## config.mk

```make
export PLATFORM = sky130hd
export DESIGN_NAME = win_sequencer
export DESIGN_NICKNAME = d
export VERILOG_FILES = /design/src/rtl/win_sequencer.sv
export SDC_FILE = /design/constraint.sdc
export NUM_CORES = 1
export LEC_CHECK = 0
export ABC_AREA = 1
export CORE_MARGIN = 2
export CORE_UTILIZATION = 43
export CTS_CLUSTER_DIAMETER = 100
export DETAILED_ROUTE_END_ITERATION = 10
export GPL_TIMING_DRIVEN = 0
export SYNTH_ARGS = -nofsm -noshare
export SYNTH_HDL_FRONTEND = slang
export SYNTH_SLANG_ARGS = --single-unit
```

## constraint.sdc

```tcl
create_clock -name clk -period 2.1 [get_ports clk]
set_input_delay 0.315 -clock clk [delete_from_list [all_inputs] [get_ports clk]]
set_output_delay 0.315 -clock clk [all_outputs]
set_load 0.01 [all_outputs]
```

## src/rtl/win_sequencer.sv

```systemverilog
// Win sequencer: latches a winner on score update, blinks the win text for a set
// number of frames, waits for start, then pulses score_clear and resumes play.
`ifndef PLAYER_1_COLOR
`define PLAYER_1_COLOR 3'b100
`endif
`ifndef PLAYER_2_COLOR
`define PLAYER_2_COLOR 3'b001
`endif

module win_sequencer #(
  parameter int WIN_SCORE    = 7,
  parameter int HOLD_FRAMES  = 300,
  parameter int BLINK_FRAMES = 30
) (
  input  logic       clk,
  input  logic       reset,
  input  logic       frame_tick,
  input  logic       score_update,
  input  logic [3:0] score_1,
  input  logic [3:0] score_2,
  input  logic       start,
  output logic [2:0] winner,
  output logic       game_run,
  output logic       score_clear,
  output logic [1:0] state_o
);

  typedef enum logic [1:0] {
    PLAY    = 2'd0,
    SHOW    = 2'd1,
    WAIT    = 2'd2,
    RESTART = 2'd3
  } state_t;

  localparam logic [3:0]  WIN_THR    = 4'(WIN_SCORE);
  localparam logic [11:0] HOLD_LAST  = 12'(HOLD_FRAMES - 1);
  localparam logic [7:0]  BLINK_LAST = 8'(BLINK_FRAMES - 1);

  state_t      state, state_n;
  logic [2:0]  latched, latched_n;
  logic [11:0] frame_cnt, frame_cnt_n;
  logic [7:0]  blink_cnt, blink_cnt_n;
  logic        blink_on, blink_on_n;
  logic [2:0]  winner_n;
  logic        game_run_n, score_clear_n;

  always_ff @(posedge clk or posedge reset) begin
    if (reset) begin
      state       <= PLAY;
      latched     <= 3'd0;
      frame_cnt   <= 12'd0;
      blink_cnt   <= 8'd0;
      blink_on    <= 1'b1;
      winner      <= 3'd0;
      game_run    <= 1'b1;
      score_clear <= 1'b0;
    end else begin
      state       <= state_n;
      latched     <= latched_n;
      frame_cnt   <= frame_cnt_n;
      blink_cnt   <= blink_cnt_n;
      blink_on    <= blink_on_n;
      winner      <= winner_n;
      game_run    <= game_run_n;
      score_clear <= score_clear_n;
    end
  end

  assign state_o = state;

  // Next state and counters; outputs are derived from the next state so they
  // are registered together with it and change one clock after the trigger.
  always_comb begin
    state_n     = state;
    latched_n   = latched;
    frame_cnt_n = frame_cnt;
    blink_cnt_n = blink_cnt;
    blink_on_n  = blink_on;
    unique case (state)
      PLAY: begin
        if (score_update && (score_1 >= WIN_THR || score_2 >= WIN_THR)) begin
          latched_n   = (score_1 >= WIN_THR) ? `PLAYER_1_COLOR : `PLAYER_2_COLOR;
          state_n     = SHOW;
          frame_cnt_n = 12'd0;
          blink_cnt_n = 8'd0;
          blink_on_n  = 1'b1;
        end
      end
      SHOW: begin
        if (frame_tick) begin
          if (frame_cnt == HOLD_LAST) begin
            state_n = WAIT;
          end else begin
            frame_cnt_n = frame_cnt + 12'd1;
            if (blink_cnt == BLINK_LAST) begin
              blink_cnt_n = 8'd0;
              blink_on_n  = ~blink_on;
            end else begin
              blink_cnt_n = blink_cnt + 8'd1;
            end
          end
        end
      end
      WAIT: begin
        if (start) state_n = RESTART;
      end
      RESTART: state_n = PLAY;
      default: state_n = PLAY;
    endcase
  end

  always_comb begin
    winner_n      = 3'd0;
    game_run_n    = 1'b0;
    score_clear_n = 1'b0;
    unique case (state_n)
      PLAY:    game_run_n    = 1'b1;
      SHOW:    winner_n      = blink_on_n ? latched_n : 3'd0;
      WAIT:    winner_n      = latched_n;
      RESTART: score_clear_n = 1'b1;
      default: game_run_n    = 1'b1;
    endcase
  end

endmodule

```

==> impl_metrics.csv <==
group,metric,value,unit
min_path,hp-class,"input pin to async pin",
synthesis,synth_warnings,0,
timing,slew_headroom,62.1,%
synthesis,synth_compound_area_share,8.48,%
timing,finalCritPeriodShare,87.1,%
power_and_ir_drop,vdd_drop_max,0.493,mV
clocking,cts-hold-fix-buffers,0,
die,die_w,67.9,um
clocking,clk_pin_slew,80,ps
critical_path,cp-start-kind,"register",
placed_design,dp_hpwl,2.75,mm
power_and_ir_drop,powerDensity,1240,nW/um^2
clocking,cts_sinks,31,
cells_and_area,multiInputGateArea,811,sq um
drt,avgViaCountPerCell,5.01,
timing,setup_violations,0,
timing,setup_tns,0,ps
run_status,status,"finished clean",
clocking,cts_tree,"done",
timing,hold_viol,0,
timing,setup_ws,270,ps
clocking,cts_resized,0,
synthesis,yosysTopAreaCell,"dfrtp_1",
die,die_height,67.9,um
drt,drtPass1Iterations,4,
synthesis,ys_seq_elements,31,
die,die_area,4610,sq um
clocking,cts_max_level,2,
timing,timing.fmax,546,MHz
synthesis,synth-adder-area-share,2.14,%
synthesis,synth_xor_area_share,0.499,%
timing,finClkSkew,11.0,ps
synthesis,yosysTopAreaCellShare,41.3,%
die,core-area,3970,sq um
timing,rsz0062_at_grt,"false",
global_route,overflow,0,
critical_path,crit_path_max_fanout,7,
synthesis,synth_async_sr_flop_share,100,%
drt,via_count,1578,
global_route,grtUsageTotal,19.6,%
timing,slew_violations,0,
clocking,cts_buffers,5,
cells_and_area,synthToLayoutAreaGrowth,22.7,%
critical_path,arrival,2000,ps
global_route,first_global_vias,1448,
synthesis,synth-edff-count,0,
synthesis,synth_cell_type_count,26,
synthesis,syn_area,1760,sq um
clocking,clock_latency,290,ps
synthesis,syn_nets,253,
global_route,antenna_found_initial,0,
run,maxCapViolations,0,
clocking,ctsLongestPathBuffers,2,
synthesis,synth_top_family_by_area,"simple AND/OR/NAND/NOR gates",
synthesis,postSynthAreaPerCell,7.41,sq um
cells_and_area,antenna_cells,0,
critical_path,reg2reg_depth,10,
timing,worstMarginPinSlew,565,ps
drt,drc_errors,0,
die,initial_utilization,44.2,%
drt,routedWlPerCell,12.4,um
placed_design,gp_congestion,0.832,
cells_and_area,nNetsFinal,280,
drt,drt_iter0_markers,73,
synthesis,synth_mux_area_share,0,%
clocking,root_buffer,"clkbuf_8",
placed_design,port_buffers,19,
placed_design,pre_cts_slack,46.4,ps
cells_and_area,drive_gt1_share,10.9,%
cells_and_area,fillers,391,
die,io_pins,20,
cells_and_area,seq_area,778,sq um
drt,ant_nets,0,
drt,wl,3.89,mm
synthesis,synth.top_cells.by_count,"nand2_1, nor2_1, dfrtp_1, nand3_1, inv_1",
synthesis,synthCells,237,
timing,fin_crit,1830,ps
synthesis,yosysMostFrequentCell,"nand2_1",
synthesis,ys.flop_type,"dfrtp_1",
synthesis,synth_area_leaders,"dfrtp_1, nand2_1, nand3_1, nor2_1, inv_1",
critical_path,endpoint_kind,"register",
global_route,grt_max_degree,32,
power_and_ir_drop,leakage,1.01,nW
critical_path,critPathKind,"register to register",
clocking,post_cts_buffers,0,
synthesis,synth-simple-area-share,35.1,%
critical_path,required,2270,ps
die,row_count,23,
synthesis,synth-seq-area-share,44.3,%
global_route,grt_pass1_wl,6.60,mm
[where the power goes]
group          switching [W]  leakage (nW)  internal (W)
Combinational       0.000609         0.553      0.000410
Clock               0.000236        0.0612      0.000384
Sequential          0.000199         0.397      0.000843
Total                0.00104          1.01       0.00164
[registers in the layout (all words and copies together) (netlist names)]
register,count
state_o,2
blink_on,1
game_run,1
score_clear,1
latched,3
blink_cnt,8
winner,3
frame_cnt,12
[stage by stage]
| step | cells | instance area, sq um | util (%) | total power [W] | hold WS (ps) |
|---|---|---|---|---|---|
| floorplan | 237 | 1760 | - | 0.00175 | 417 |
| global placement | 306 | 2010 | 50.6 | 0.00206 | 479 |
| detailed placement | 306 | 2010 | 50.6 | 0.00207 | 491 |
| CTS | 314 | 2130 | 53.5 | 0.00270 | 507 |
| global route | 315 | 2150 | 54.2 | 0.00291 | 341 |
| finish | 315 | 2150 | 54.2 | 0.00268 | 310 |
[path summary, 6_finish.rpt]
check,from,to,slack (ps)
max,frame_cnt[0],winner[0],270
min,reset,blink_cnt[2],310
max reg2reg,frame_cnt[0],winner[0],270
min reg2reg,latched[1],latched[1],500
max in group asynchronous,reset,game_run,1260
min in group clk,latched[1],latched[1],500
[worst max-delay path, stage by stage (launching register included)]
cell,delay [ps]
dfrtp_1,420
ha_1,330
inv_1,110
nor2_1,90
nand3_1,90
nor2_1,150
nand3_1,90
nand2_1,170
a21oi_1,100
nand3_1,100
nand2_1,60
[routing by layer]
| metal | part of all wire [%] | GRT usage (%) | routed length [um] | vias up |
|---|---|---|---|---|
| li1 | - | - | - | 822 |
| met1 | 48 | 25.7 | 1850 | 714 |
| met2 | 45 | 29.9 | 1750 | 34 |
| met3 | 5.6 | 6.41 | 219 | 8 |
| met4 | 1.8 | 7.75 | 71 | 0 |
| met5 | 0 | 0 | 0 | - |
[cells in the final DEF (no fill, tap or decap)]
| cell | n |
|---|---|
| o21ai_1 | 11 |
| a22oi_2 | 1 |
| nor2_1 | 34 |
| nor3_1 | 2 |
| nand3_1 | 28 |
| o21ai_0 | 4 |
| nand4_1 | 11 |
| nand2_1 | 58 |
| bufinv_16 | 1 |
| inv_1 | 25 |
| clkbuf_8 | 6 |
| nand2_2 | 2 |
| a21oi_1 | 4 |
| nor2_4 | 1 |
| o21a_1 | 2 |
| clkinv_2 | 1 |
| inv_2 | 5 |
| clkdlybuf4s50_1 | 19 |
| clkbuf_1 | 1 |
| a21oi_2 | 3 |
| clkinv_1 | 3 |
| buf_2 | 1 |
| nand3b_1 | 1 |
| buf_6 | 3 |
| nor3_2 | 1 |
| xor2_1 | 1 |
| buf_16 | 1 |
| dfrtp_1 | 29 |
| ha_1 | 3 |
| nand3_2 | 1 |
| dfstp_2 | 2 |
[area by class of cell]
cell class	count	share of cell area, %
flip-flops and latches	31	36.1
inverters	33	5.75
clock inverters	2	1.63
well taps	50	2.91
multi-input cells	168	37.7
plain buffers	5	1.98
clock buffers	6	3.83
repair buffers	20	10.1
[cell families (layout without fill, tap and decap cells)]
logic type | after synthesis | in the layout
buffers and inverters | 38 | 66
AO/OA/AOI/OAI | 25 | 25
adder cells (fa/ha/maj) | 3 | 3
flip-flops | 31 | 31
XOR/XNOR | 1 | 1
AND/OR/NAND/NOR | 139 | 139
(Power assumes the default switching activity.)
